File: config.mk
export PLATFORM = sky130hd
export DESIGN_NAME = uart_tx_core
export DESIGN_NICKNAME = d
export VERILOG_FILES = /design/src/rtl/uart_tx_core.sv
export SDC_FILE = /design/constraint.sdc
export NUM_CORES = 1
export LEC_CHECK = 0
export ABC_AREA = 0
export CORE_UTILIZATION = 40
export DETAILED_ROUTE_END_ITERATION = 6
export HOLD_SLACK_MARGIN = 0.08
export REMOVE_ABC_BUFFERS = 1
export SLEW_MARGIN = 20
export SYNTH_ARGS = -nofsm -noshare
export SYNTH_HDL_FRONTEND = slang
export SYNTH_SLANG_ARGS = --single-unit
File: constraint.sdc
create_clock -name clk -period 2.1 [get_ports clk]
set_clock_uncertainty 0.15 [all_clocks]
set_input_delay 0.315 -clock clk [delete_from_list [all_inputs] [get_ports clk]]
set_output_delay 0.315 -clock clk [all_outputs]
set_load 0.02 [all_outputs]
File: src/rtl/uart_tx_core.sv
// rtl/uart_tx_core.sv - UART serial transmitter: start, 5-8 data bits LSB first, optional parity, 1-2 stop bits
module uart_tx_core #(
    parameter int CLKS_PER_BIT = 16
) (
    input  logic       clk,
    input  logic       reset_n,
    input  logic [7:0] tx_data,
    input  logic [1:0] data_bit_num,
    input  logic       stop_bit_num,
    input  logic       parity_en,
    input  logic       parity_type,
    input  logic       start_tx,
    output logic       tx,
    output logic       tx_busy,
    output logic       tx_done
);

    localparam int CW = $clog2(CLKS_PER_BIT);
    localparam logic [CW-1:0] BAUD_LAST = CW'(CLKS_PER_BIT - 1);

    typedef enum logic [2:0] {
        IDLE   = 3'd0,
        START  = 3'd1,
        DATA   = 3'd2,
        PARITY = 3'd3,
        STOP   = 3'd4
    } state_t;

    state_t        state;
    logic [CW-1:0] baud_cnt;
    logic [2:0]    bit_cnt;
    logic          start_q;

    // Frame configuration frozen at acceptance so register writes mid-frame cannot corrupt it
    logic [7:0]    sh_data;
    logic [1:0]    sh_len;
    logic          sh_stop;
    logic          sh_par_en;
    logic          sh_par_type;

    logic          start_req;
    logic          baud_end;
    logic [2:0]    bit_nxt;
    logic [2:0]    data_last;
    logic [7:0]    data_mask;
    logic          parity_bit;

    assign start_req  = start_tx & ~start_q;
    assign baud_end   = (baud_cnt == BAUD_LAST);
    assign bit_nxt    = bit_cnt + 3'd1;
    // Index of the final data bit: 4 for 5-bit words up to 7 for 8-bit words
    assign data_last  = {1'b0, sh_len} + 3'd4;
    // Keep only the N bits that are actually sent so unused high bits cannot flip parity
    assign data_mask  = 8'hFF >> (~sh_len);
    assign parity_bit = (^(sh_data & data_mask)) ^ sh_par_type;

    // Transmit FSM with registered line, status flags, counters and shadow registers
    always_ff @(posedge clk or negedge reset_n) begin
        if (!reset_n) begin
            state       <= IDLE;
            baud_cnt    <= '0;
            bit_cnt     <= 3'd0;
            start_q     <= 1'b0;
            sh_data     <= 8'h00;
            sh_len      <= 2'b00;
            sh_stop     <= 1'b0;
            sh_par_en   <= 1'b0;
            sh_par_type <= 1'b0;
            tx          <= 1'b1;
            tx_busy     <= 1'b0;
            tx_done     <= 1'b0;
        end else begin
            start_q <= start_tx;
            case (state)
                IDLE: begin
                    baud_cnt <= '0;
                    bit_cnt  <= 3'd0;
                    tx       <= 1'b1;
                    if (start_req) begin
                        sh_data     <= tx_data;
                        sh_len      <= data_bit_num;
                        sh_stop     <= stop_bit_num;
                        sh_par_en   <= parity_en;
                        sh_par_type <= parity_type;
                        state       <= START;
                        tx          <= 1'b0;
                        tx_busy     <= 1'b1;
                        tx_done     <= 1'b0;
                    end
                end
                START: begin
                    if (baud_end) begin
                        baud_cnt <= '0;
                        bit_cnt  <= 3'd0;
                        state    <= DATA;
                        tx       <= sh_data[0];
                    end else begin
                        baud_cnt <= baud_cnt + 1'b1;
                    end
                end
                DATA: begin
                    if (baud_end) begin
                        baud_cnt <= '0;
                        if (bit_cnt == data_last) begin
                            bit_cnt <= 3'd0;
                            if (sh_par_en) begin
                                state <= PARITY;
                                tx    <= parity_bit;
                            end else begin
                                state <= STOP;
                                tx    <= 1'b1;
                            end
                        end else begin
                            bit_cnt <= bit_nxt;
                            tx      <= sh_data[bit_nxt];
                        end
                    end else begin
                        baud_cnt <= baud_cnt + 1'b1;
                    end
                end
                PARITY: begin
                    if (baud_end) begin
                        baud_cnt <= '0;
                        bit_cnt  <= 3'd0;
                        state    <= STOP;
                        tx       <= 1'b1;
                    end else begin
                        baud_cnt <= baud_cnt + 1'b1;
                    end
                end
                STOP: begin
                    tx <= 1'b1;
                    if (baud_end) begin
                        baud_cnt <= '0;
                        // bit_cnt counts stop bits already sent; sh_stop selects one or two
                        if (bit_cnt == {2'b00, sh_stop}) begin
                            bit_cnt <= 3'd0;
                            state   <= IDLE;
                            tx_busy <= 1'b0;
                            tx_done <= 1'b1;
                        end else begin
                            bit_cnt <= bit_nxt;
                        end
                    end else begin
                        baud_cnt <= baud_cnt + 1'b1;
                    end
                end
                default: begin
                    state    <= IDLE;
                    baud_cnt <= '0;
                    bit_cnt  <= 3'd0;
                    tx       <= 1'b1;
                    tx_busy  <= 1'b0;
                end
            endcase
        end
    end

endmodule

==> impl_metrics.tcl, run 1 <==
set metrics [dict create \
    endpoint_kind "flop" \
    wire_length_of_the_first_global_routing_pass_um 4660 \
    rsz_0062_raised_after_global_routing "no" \
    timing.setup.tns_ps 0 \
    max_freq_mhz 513 \
    route.antenna.remaining_nets 0 \
    timing.final.max_slew_violations 0 \
    drv_cap 0 \
    overflow 0 \
    postSynth.asyncResetShare 1.00 \
    crit_path_start_kind "flop" \
    clock_tree.root_cell "clkbuf_8" \
    timing_worst_setup_path_type "flop to flop" \
    dr.first_iter.drc_count 38 \
    cell_row_count 21 \
    worst_hold_path_type "input pin to asynchronous set/reset pin" \
    antennaDiodeCount 0 \
    synthDistinctLibCells 43 \
    place.port_buffers 18 \
    most-common-layout-cells "dfrtp_1 (26), clkdlybuf4s50_1 (18), mux2_2 (14), nor2_1 (9), xnor2_1 (7)" \
    syn_inst 127 \
    postRouteWirelength_um 2630 \
    setup_viol 0 \
    peakVddDrop_v 0.000236 \
    number_of_antenna_violations_at_the_first_check_in_global_routing 0 \
    tritoncts_clock_tree "yes" \
    ctsHoldBuffers 0 \
    cts.reportedPaths.clkPinSlew_ps 100 \
    rr_worst_depth 5 \
    synthesis.area_um2 1490 \
    starting_density_of_the_core 0.431 \
    die_area_um2 3980 \
    remaining_drc_errors 0 \
    final_period_minus_worst_setup_slack_ps 1950 \
    worstPathCellList "xor2_1 -> or3_4 -> a32oi_4 -> nand3_4 -> mux2_4" \
    synthesis.yosys.warnings 0 \
    cts.path.max_buffers 2 \
    routabilityCongestion 0.807 \
    tritoncts_num_sinks 27 \
    htree_num_levels 1 \
    reg2reg_to "state[0]" \
    first_global_vias 1093 \
    worstMarginPinSlew_ps 509 \
    top_level_ports 19 \
    cts-buffers-inserted 3 \
    final_min_period_over_clock_period 0.929 \
    post-route-worst-setup-slack_ps 149 \
    finalHoldViolCount 0 \
    wl_per_cell_um 13.5 \
    mean_area_per_synthesized_cell_um2 11.8 \
    core_um2 3470 \
    clkLatencyLatePin_ps 280 \
    crit_slowest_cell "dfrtp_1" \
    grt_start_max_net_pins 28 \
    area_after_detailed_placement_um2 1740 \
    path_buf_inv 0 \
    num_vias 1032 \
    placement.setup.worst_slack_ps 98.3 \
    detail_route.first_pass.iterations 4 \
    synth-main-ff-cell "dfrtp_1" \
    worstPathArrival_ps 1970 \
    count_of_flip_flops_with_a_built_in_enable_after_synthesis 0 \
    worst_path_dominant_cell_family "simple AND/OR/NAND/NOR gates" \
    nets 168 \
    power.density_cell_area_nw_per_um2 480 \
    die_x_um 63.1 \
    yosysSeqAreaShare 0.453 \
    timing.hold.ws_ps 253 \
    design_area_um2 1790 \
    final_common_cell "dfrtp_1" \
    final_layout_size_suffix_gt1_frac 0.221 \
    ff2ff_setup_slack_ps 150 \
    global_route.usage.total 0.147 \
    avgViaCountPerCell 5.29 \
    area.growth.synth_to_final_pct 19.8 \
    run_status "completed" \
    cp_max_fo 5 \
    postSynthRegisterBits 27 \
    worst_slew_margin_relative_to_its_limit 0.658 \
    die_span_y_um 63.1 \
    dp_hpwl_um 2000 \
    finalPower_uw 859 \
    crit-reg2reg-launch "bit_cnt[0]" \
    power.static_leakage_uw 0.000811 \
    worst-endpoint-required_ps 2120 \
    cp_peak_stage_delay_ps 410 \
]
[repair_timing]
action,4_1_cts,5_1_grt
setup endpoints to repair,0,2
resized for setup,0,1
setup buffers,0,0
[sequential cells by signal, summed over array words and instances (netlist names)]
register / count
tx: 1
sh_stop: 1
tx_done: 1
sh_par_en: 1
sh_len: 2
sh_data: 8
start_q: 1
sh_par_type: 1
tx_busy: 1
baud_cnt: 4
state: 3
bit_cnt: 3
[worst max path at each step]
| stage | startpoint | end | slack [ps] | cells past startpoint |
|---|---|---|---|---|
| floorplan | state[0] | sh_data[0] | 60 | 4 |
| global placement | start_tx | sh_stop | 130 | 6 |
| detailed placement | start_tx | sh_data[4] | 100 | 6 |
| CTS | bit_cnt[0] | state[0] | 140 | 5 |
| global route | state[1] | bit_cnt[0] | 70 | 4 |
| finish | bit_cnt[0] | state[0] | 150 | 5 |
[metal layers]
layer  part of all wire  global-route usage
met2               0.49               0.259
met4              0.017              0.0727
met3              0.029              0.0199
met5                  0                   0
met1               0.46               0.172
[logic make-up after synthesis]
logic type	share of synthesized area
simple gates	0.158
fa+ha+maj	0.0167
compound gates	0.0946
flops	0.453
buf+inv	0.0234
xor+xnor	0.0796
mux	0.174
[per-stage QoR]
stage / util / instances
6_report: 0.516 / 195
3_3_place_gp: 0.501 / 191
4_1_cts: 0.514 / 195
2_1_floorplan: - / 122
3_5_place_dp: 0.501 / 191
5_1_grt: 0.516 / 195
[synthesized netlist by cell type (2+ instances only)]
library cell / instances / area share
dfrtp_1: 26 / 0.44
mux2_2: 14 / 0.11
nor2_1: 9 / 0.023
xnor2_1: 7 / 0.041
nand2_1: 6 / 0.015
o21ai_0: 6 / 0.020
nand3_1: 5 / 0.017
nor3_1: 4 / 0.013
xor2_1: 4 / 0.023
a21oi_1: 3 / 0.010
nor2b_1: 3 / 0.013
a21o_1: 2 / 0.010
and2_1: 2 / 0.0084
clkbuf_1: 2 / 0.0050
ha_1: 2 / 0.017
mux2_4: 2 / 0.020
mux2i_1: 2 / 0.013
mux4_1: 2 / 0.035
nor4b_1: 2 / 0.012
[cell type report]
class,instances,area [um2]
clock inverters,1,5.00
clock buffers,3,41.3
well taps,46,57.6
fillers,334,1680
multi-input cells,94,787
repair buffers,23,218
inverters,1,3.75
flip-flops and latches,27,677
[power breakdown]
part | leakage (uW) | total (uW) | internal (uW) | switching (uW)
clock network | 0.0000255 | 296 | 133 | 163
logic | 0.000444 | 42.1 | 27.3 | 14.7
registers | 0.000341 | 521 | 520 | 0.338
total | 0.000811 | 859 | 681 | 178
Power figures use the tool's default switching activity.
==> run 2, diff against run 1 <==
- MAX_ROUTING_LAYER: not set -> met4
==> results of run 2 <==
Final layout, timing and power as in run 1 (identical DEF).
Main changes from that run: final weighted congestion in routability-driven placement 0.807 -> 0.819; overall routing resource usage 0.147 -> 0.151; violation count after the first detailed-route iteration 38 -> 39
